==> src/rtl/smc_in_loader.sv <==
// smc_in_loader
//   Collects six (W, V_GS, V_DS) triples, one per accepted beat, and
//   presents them to the SMC calculator in parallel. The mode is taken
//   from beat 0 only. Once the sixth beat lands, the block spends one
//   cycle (EVAL) with the fields stable. It registers SMC's combinational
//   result at the end of that cycle and returns it with a one-cycle
//   out_valid strobe (OUT).
//
//   If the gap between beats inside a frame grows past WAIT_LIMIT idle
//   cycles, the frame is aborted and err pulses for one cycle.
//
// Ports
//   clk, rst_n               clock, async active-low reset
//   in_valid                 beat qualifier
//   in_w, in_vgs, in_vds     per-beat fields, 3 bits each
//   in_mode                  frame mode, sampled on beat 0 only
//   in_ready                 beat will be accepted this cycle
//   W_k, V_GS_k, V_DS_k      slot k = beat k, held until overwritten
//   mode                     latched mode
//   smc_out_n                SMC result, combinational from the slot outputs
//   out_valid, out_n         one-cycle result strobe; out_n is 0 otherwise
//   err                      one-cycle pulse on frame abort

// One storage slot holding a {W, V_GS, V_DS} triple.
module smc_in_slot (
  input  logic       clk,
  input  logic       rst_n,
  input  logic       we,
  input  logic [8:0] d,
  output logic [8:0] q
);
  always_ff @(posedge clk or negedge rst_n)
    if (!rst_n)  q <= '0;
    else if (we) q <= d;
endmodule

module smc_in_loader #(
  parameter int WAIT_LIMIT = 15
) (
  input  logic       clk,
  input  logic       rst_n,
  input  logic       in_valid,
  input  logic [2:0] in_w,
  input  logic [2:0] in_vgs,
  input  logic [2:0] in_vds,
  input  logic [1:0] in_mode,
  output logic       in_ready,
  output logic [2:0] W_0,
  output logic [2:0] W_1,
  output logic [2:0] W_2,
  output logic [2:0] W_3,
  output logic [2:0] W_4,
  output logic [2:0] W_5,
  output logic [2:0] V_GS_0,
  output logic [2:0] V_GS_1,
  output logic [2:0] V_GS_2,
  output logic [2:0] V_GS_3,
  output logic [2:0] V_GS_4,
  output logic [2:0] V_GS_5,
  output logic [2:0] V_DS_0,
  output logic [2:0] V_DS_1,
  output logic [2:0] V_DS_2,
  output logic [2:0] V_DS_3,
  output logic [2:0] V_DS_4,
  output logic [2:0] V_DS_5,
  output logic [1:0] mode,
  input  logic [9:0] smc_out_n,
  output logic       out_valid,
  output logic [9:0] out_n,
  output logic       err
);
  localparam int NUM_SLOTS = 6;
  localparam int WW = (WAIT_LIMIT < 1) ? 1 : $clog2(WAIT_LIMIT + 1);

  localparam logic [1:0] S_IDLE = 2'd0;
  localparam logic [1:0] S_LOAD = 2'd1;
  localparam logic [1:0] S_EVAL = 2'd2;
  localparam logic [1:0] S_OUT  = 2'd3;

  logic [1:0]                 state;
  logic [2:0]                 cnt;
  logic [WW-1:0]              wait_cnt;
  logic [NUM_SLOTS-1:0][8:0]  slot_q;
  logic                       accept;
  logic                       abort;

  assign in_ready = (state == S_IDLE) || (state == S_LOAD);
  assign accept   = in_valid && in_ready;
  // Abort only on an idle cycle: a beat arriving with the counter already
  // at the limit still wins.
  assign abort    = (state == S_LOAD) && !in_valid && (wait_cnt == WW'(WAIT_LIMIT));

  genvar k;
  generate
    for (k = 0; k < NUM_SLOTS; k++) begin : g_slot
      smc_in_slot u_slot (
        .clk   (clk),
        .rst_n (rst_n),
        .we    (accept && (cnt == 3'(k))),
        .d     ({in_w, in_vgs, in_vds}),
        .q     (slot_q[k])
      );
    end
  endgenerate

  assign {W_0, V_GS_0, V_DS_0} = slot_q[0];
  assign {W_1, V_GS_1, V_DS_1} = slot_q[1];
  assign {W_2, V_GS_2, V_DS_2} = slot_q[2];
  assign {W_3, V_GS_3, V_DS_3} = slot_q[3];
  assign {W_4, V_GS_4, V_DS_4} = slot_q[4];
  assign {W_5, V_GS_5, V_DS_5} = slot_q[5];

  // Sequencing: beat counter, idle-gap counter, state.
  always_ff @(posedge clk or negedge rst_n) begin
    if (!rst_n) begin
      state    <= S_IDLE;
      cnt      <= '0;
      wait_cnt <= '0;
    end else begin
      case (state)
        S_IDLE: if (in_valid) begin
          state    <= S_LOAD;
          cnt      <= 3'd1;
          wait_cnt <= '0;
        end
        S_LOAD: begin
          if (in_valid) begin
            wait_cnt <= '0;
            if (cnt == 3'd5) begin
              state <= S_EVAL;
              cnt   <= '0;
            end else begin
              cnt <= cnt + 3'd1;
            end
          end else if (abort) begin
            state    <= S_IDLE;
            cnt      <= '0;
            wait_cnt <= '0;
          end else begin
            wait_cnt <= wait_cnt + 1'b1;
          end
        end
        S_EVAL:  state <= S_OUT;
        default: state <= S_IDLE;
      endcase
    end
  end

  // Mode is taken from beat 0 only, and result and abort strobes are
  // registered so that they line up with the OUT state and the cycle
  // after the abort.
  always_ff @(posedge clk or negedge rst_n) begin
    if (!rst_n) begin
      mode      <= '0;
      out_valid <= 1'b0;
      out_n     <= '0;
      err       <= 1'b0;
    end else begin
      if (accept && (state == S_IDLE)) mode <= in_mode;
      out_valid <= (state == S_EVAL);
      out_n     <= (state == S_EVAL) ? smc_out_n : '0;
      err       <= abort;
    end
  end
endmodule

==> config.mk <==
export PLATFORM = sky130hd
export DESIGN_NAME = smc_in_loader
export DESIGN_NICKNAME = d
export VERILOG_FILES = /design/src/rtl/smc_in_loader.sv
export SDC_FILE = /design/constraint.sdc
export NUM_CORES = 1
export LEC_CHECK = 0
export ABC_CLOCK_PERIOD_IN_PS = 1800
export CORE_ASPECT_RATIO = 0.75
export CORE_MARGIN = 4
export CORE_UTILIZATION = 46
export DETAILED_ROUTE_END_ITERATION = 10
export GPL_TIMING_DRIVEN = 0
export PLACE_DENSITY_LB_ADDON = 0.3
export SYNTH_ARGS = -nofsm -noshare
export SYNTH_HDL_FRONTEND = slang
export SYNTH_SLANG_ARGS = --single-unit
==> constraint.sdc <==
create_clock -name clk -period 1.8 [get_ports clk]
set_input_delay 0.36 -clock clk [delete_from_list [all_inputs] [get_ports clk]]
set_output_delay 0.36 -clock clk [all_outputs]
set_load 0.05 [all_outputs]
==> results of run 1 <==
## area by class of cell
class	count	share of cell area, %
plain buffers	5	0.716
inverters	4	0.358
well taps	81	2.42
clock buffers	9	2.95
repair buffers	94	20.8
flip-flops and latches	77	45.9
multi-input cells	120	25.1
clock inverters	7	1.76
## timing repair
item,4_1_cts,5_1_grt
setup endpoints to repair,69,0
hold buffers,1,0
gates resized for setup,71,0
hold endpoints to repair,13,0
## logic make-up after synthesis
group                      count (synthesis)  share of synthesized area, %
buffers and inverters                      9                          1.49
DFF                                       77                          63.7
and+or+nand+nor                           44                          9.23
muxes                                     57                          21.2
AOI/OAI and AO/OA                         17                          3.56
adders and majority gates                  2                         0.827
## flip-flops by register name (all words and copies together) (netlist names)
register / cells
state: 2
mode: 2
err: 1
out_valid: 1
g_slot.u_slot.q: 54
wait_cnt: 4
out_n: 10
cnt: 3
## worst paths after layout
path / slack (ns) / to / cells after the start / startpoint
worst max-delay path: 0.09 / in_ready / 2 / state[1]
worst min-delay path: 0.40 / out_n[4] / 2 / rst_n
worst max register to register: 0.10 / g_slot[3].u_slot.q[8] / 4 / cnt[1]
worst min register to register: 0.50 / g_slot[0].u_slot.q[0] / 1 / g_slot[0].u_slot.q[0]
max in group asynchronous: 0.83 / err / 3 / rst_n
min in group clk: 0.50 / g_slot[0].u_slot.q[0] / 1 / g_slot[0].u_slot.q[0]
## metrics by stage
stage | setup slack [ns] | hold WS, ns | area (um2) | util (%) | TNS, ns
2_1_floorplan | 0.355 | 0.0644 | 3020 | - | 0
3_3_place_gp | -2.28 | 0.486 | 4050 | 63.7 | -180.16
3_5_place_dp | -0.187 | 0.227 | 4070 | 64.1 | -4.94
4_1_cts | 0.0697 | 0.384 | 4200 | 66.1 | 0
5_1_grt | 0.0130 | 0.396 | 4200 | 66.1 | 0
6_report | 0.0916 | 0.404 | 4200 | 66.1 | 0
## layer usage
metal	vias to the layer above	global-route usage [%]
li1	946	-
met4	0	6.77
met3	6	5.86
met1	980	23.1
met5	-	0
met2	54	27.4
## layout by cell type, fill, tap and decap left out, types with 3 or more instances in the layout
cell / instances
dfrtp_1: 77
dlygate4sd2_1: 68
mux2_2: 56
clkdlybuf4s50_1: 22
and2_1: 12
clkbuf_8: 9
nand2_1: 8
nor2_1: 6
o21ai_0: 6
inv_1: 4
buf_2: 3
a21oi_1: 3
==> results.sh, run 1 <==
export IMPL_root_buffer="clkbuf_8"
export IMPL_fin_cells=397
export IMPL_insertion_delay_ns=0.34
export IMPL_antenna_found_initial=0
export IMPL_endpoint_kind="output pin"
export IMPL_synth_seq_cells=77
export IMPL_fp_row_count=25
export IMPL_cts_sinks=77
export IMPL_status="complete, no violations"
export IMPL_grt_max_degree=65
export IMPL_synthArstFlopShare_pct=100
export IMPL_htree_levels=3
export IMPL_period_minus_slack_ns=1.71
export IMPL_wl_met1_um=2910
export IMPL_wl_um=6540
export IMPL_cp_arrival_ns=1.35
export IMPL_ys_warn_count=0
export IMPL_ys_types=32
export IMPL_ant_nets=0
export IMPL_crit_fanout=5
export IMPL_critPathTopFamily="buffers and inverters"
export IMPL_overflow=0
export IMPL_area_growth_pct=38.7
export IMPL_grt_pass1_vias=2042
export IMPL_syn_area_per_cell_um2=14.7
export IMPL_rsz0062_at_grt="false"
export IMPL_synthTopCellsByCount="dfrtp_1 (77), mux2_2 (56), and2_1 (12)"
export IMPL_seq_area_um2=1930
export IMPL_fillers=509
export IMPL_drt_initial_drc_count=52
export IMPL_crit_chain="inv_1, clkdlybuf4s15_2"
export IMPL_die_w_um=102
export IMPL_die_height_um=78.2
export IMPL_wl_met3_um=430
export IMPL_antenna_cells=0
export IMPL_dr_wl_met2_um=3120
export IMPL_cts_tree="built"
export IMPL_grt_pass1_wl_um=10700
export IMPL_numCtsBuffers=9
export IMPL_viasPerCell=5.00
export IMPL_crit_type="register to output pin"
export IMPL_required_ns=1.44
export IMPL_core_um2=6350
export IMPL_routedWlPerCell_um=16.5
export IMPL_cts_buffer_depth=2
export IMPL_drv_cap=0
export IMPL_drt_first_pass_iters=4
export IMPL_io_buffers=92
export IMPL_worst_path_largest_cell_delay_ns=0.45
export IMPL_hold_viol=0
export IMPL_drc=0
export IMPL_ys_dominant_reg_cell="dfrtp_1"
export IMPL_synth_top_cells_by_area="dfrtp_1 (64%), mux2_2 (21%), and2_1 (2.5%)"
export IMPL_path_clk_slew_ns=0.08
export IMPL_dp_hpwl_um=4570
export IMPL_maxSlewHeadroom_pct=65.0
export IMPL_via_count=1986
export IMPL_fin_crit_sh_pct=94.9
export IMPL_start_util_pct=47.6
export IMPL_path_buf_inv=2
export IMPL_die_area_um2=7950
export IMPL_syn_inst=206
export IMPL_synth_nets=232
export IMPL_synth_edff_count=0
export IMPL_skew_ns=0.00827
export IMPL_nets=337
export IMPL_setup_viol=0
export IMPL_pin_count=93
export IMPL_cp_slowest_cell="dfrtp_1"
export IMPL_hold_class="input port to async pin"
export IMPL_drive_gt1_share_pct=27.5
export IMPL_dpl_cell_count=380
export IMPL_clock_fmax_mhz=585
export IMPL_synth_area_um2=3020
export IMPL_worst_pin_slew_ns=0.527
export IMPL_post_synth_top_area_fraction_pct=63.7
export IMPL_synth_top_area_cell="dfrtp_1"
export IMPL_finalMaxSlewViolations=0
export IMPL_multi_input_area_um2=1050
export IMPL_top_layer="met4"
export IMPL_routabilityCongestion=0.782
export IMPL_synth_most_common_cell="dfrtp_1"
export IMPL_post_cts_buffers=0
export IMPL_yosysSeqAreaShare_pct=63.7
export IMPL_start_kind="register"
export IMPL_grt_use_total_pct=17.7
Power of run 1 is left out: the tool's default activity adds up to more than one toggle a clock period on the data nets, which glitch-free logic cannot reach.
==> inputs of run 2 (changes only) <==
--- a/config.mk
+++ b/config.mk
@@ -11,7 +11,8 @@
 export CORE_UTILIZATION = 46
 export DETAILED_ROUTE_END_ITERATION = 10
 export GPL_TIMING_DRIVEN = 0
-export PLACE_DENSITY_LB_ADDON = 0.3
+export PLACE_DENSITY = 0.79
+export SLEW_MARGIN = 20
 export SYNTH_ARGS = -nofsm -noshare
 export SYNTH_HDL_FRONTEND = slang
 export SYNTH_SLANG_ARGS = --single-unit
==> run 2 against run 1 <==
  * Cell area rose by 1.0%
  * Wire length rose by 2.7%
  * Cell count fell by 0.25%
  * Clock skew fell by 0.0035 ns
  * Flip-flop and latch count did not move
  * Critical path depth did not move
  * Worst setup slack got worse by 0.014 ns
  * Largest cell class unchanged
  * First-iteration DRC count rose by 19%
  * Die area did not move
  * Fmax fell by 0.84%
  * Global-route usage rose by 0.44 points
==> results.sh, run 2 (synthesis results as in run 1) <==
export IMPL_numCtsBuffers=9
export IMPL_dpl_cell_count=380
export IMPL_endpoint_kind="output pin"
export IMPL_grt_use_total_pct=18.2
export IMPL_worst_path_largest_cell_delay_ns=0.45
export IMPL_period_minus_slack_ns=1.72
export IMPL_crit_fanout=5
export IMPL_rsz0062_at_grt="false"
export IMPL_path_buf_inv=2
export IMPL_post_cts_buffers=0
export IMPL_worst_pin_slew_ns=0.524
export IMPL_antenna_cells=0
export IMPL_drv_cap=0
export IMPL_die_height_um=78.2
export IMPL_reg_top3="g_slot.u_slot.q x54, out_n x10, wait_cnt x4"
export IMPL_wl_met3_um=390
export IMPL_start_kind="register"
export IMPL_pin_count=93
export IMPL_critPathTopFamily="buffers and inverters"
export IMPL_area_growth_pct=40.2
export IMPL_layout_common_cells="dfrtp_1 (77), dlygate4sd2_1 (68), mux2_2 (56)"
export IMPL_required_ns=1.44
export IMPL_hold_viol=0
export IMPL_status="complete, no violations"
export IMPL_routedWlPerCell_um=17.0
export IMPL_fillers=492
export IMPL_crit_type="register to output pin"
export IMPL_root_buffer="clkbuf_8"
export IMPL_ant_nets=0
export IMPL_viasPerCell=5.07
export IMPL_cts_tree="built"
export IMPL_crit_chain="inv_1, clkdlybuf4s15_2"
export IMPL_grt_pass1_vias=2107
export IMPL_fp_row_count=25
export IMPL_die_w_um=102
export IMPL_io_buffers=92
export IMPL_grt_max_degree=41
export IMPL_top_register="g_slot.u_slot.q"
export IMPL_setup_viol=0
export IMPL_drive_gt1_share_pct=27.6
export IMPL_clock_fmax_mhz=580
export IMPL_path_clk_slew_ns=0.08
export IMPL_cp_slowest_cell="dfrtp_1"
export IMPL_largest_reg_flops=54
export IMPL_finalMaxSlewViolations=0
export IMPL_nets=337
export IMPL_cts_sinks=77
export IMPL_cts_buffer_depth=2
export IMPL_wl_met1_um=2990
export IMPL_fin_crit_sh_pct=95.7
export IMPL_drc=0
export IMPL_drt_initial_drc_count=62
export IMPL_top_layer="met4"
export IMPL_drt_first_pass_iters=4
export IMPL_grt_pass1_wl_um=10900
export IMPL_antenna_found_initial=0
export IMPL_die_area_um2=7950
export IMPL_final_common_cell="dfrtp_1"
export IMPL_routabilityCongestion=0.799
export IMPL_hold_class="register to register"
export IMPL_overflow=0
export IMPL_wl_um=6710
export IMPL_via_count=2008
export IMPL_cp_arrival_ns=1.36
export IMPL_dr_wl_met2_um=3260
export IMPL_start_util_pct=47.6
export IMPL_insertion_delay_ns=0.34
export IMPL_dp_hpwl_um=4690
export IMPL_fin_cells=396
export IMPL_htree_levels=3
export IMPL_skew_ns=0.00476
export IMPL_maxSlewHeadroom_pct=65.2
export IMPL_core_um2=6350
## run 2: cell types whose count changed in the layout (fill, tap and decap cells not counted)
cell / change
clkinvlp_4: -1
buf_16: -1
clkinv_4: -1
buf_12: +1
clkinv_2: -1
nand2_1: -1
clkbuf_8: +2
inv_6: -2
nand2_2: +1
bufinv_16: +2
## run 2: metal layers
layer | GRT usage, % | up-vias
li1 | - | 931
met1 | 23.7 | 1007
met2 | 28.9 | 63
met3 | 5.33 | 7
met4 | 6.37 | 0
met5 | 0 | -
## run 2: final timing paths
kind / to / slack (ns) / depth (start not counted) / from
worst max-delay path: in_ready / 0.08 / 2 / state[1]
worst min-delay path: g_slot[0].u_slot.q[7] / 0.51 / 1 / g_slot[0].u_slot.q[7]
max in group asynchronous: g_slot[0].u_slot.q[5] / 0.67 / 3 / rst_n
worst max register to register: g_slot[3].u_slot.q[4] / 0.25 / 4 / cnt[1]
min in group asynchronous: mode[0] / 0.56 / 2 / rst_n
worst min register to register: g_slot[0].u_slot.q[7] / 0.51 / 1 / g_slot[0].u_slot.q[7]
## run 2: metrics by stage
stage	hold WS (ns)	setup TNS (ns)	instance area, um2	worst slack (ns)	util (%)
global placement	0.487	-180.01	4050	-2.26	63.7
CTS	0.506	0	4240	0.0599	66.7
detailed placement	0.365	-6.95	4060	-0.243	64.0
finish	0.505	0	4240	0.0772	66.8
global route	0.521	0	4240	0.0218	66.8
floorplan	0.0644	0	3020	0.355	-
## run 2: worst register-to-register path, delay by kind of cell, from the launching register on
family                   cells  cell delay, ns
multiplexers                 1            0.38
flip-flops                   1            0.45
adder cells (fa/ha/maj)      1            0.18
AND/OR/NAND/NOR              2            0.42
## run 2: layout make-up
| class | instances | area (um2) | share of cell area, % |
|---|---|---|---|
| Clock buffer | 11 | 151 | 3.57 |
| Inverter | 4 | 15.0 | 0.354 |
| Multi-Input combinational cell | 120 | 1050 | 24.9 |
| Tap cell | 81 | 101 | 2.39 |
| Buffer | 5 | 30.0 | 0.708 |
| Clock inverter | 4 | 95.1 | 2.24 |
| Timing Repair Buffer | 94 | 865 | 20.4 |
| Sequential cell | 77 | 1930 | 45.5 |
## run 2: what timing repair did
action                                  4_1_cts  5_1_grt
endpoints found under the setup margin       69        2
hold endpoints to repair                     37        0
hold buffers                                  1        0
pin swaps                                     0        0
gates resized for setup                      71        1
Power of run 2 is left out for the same reason.
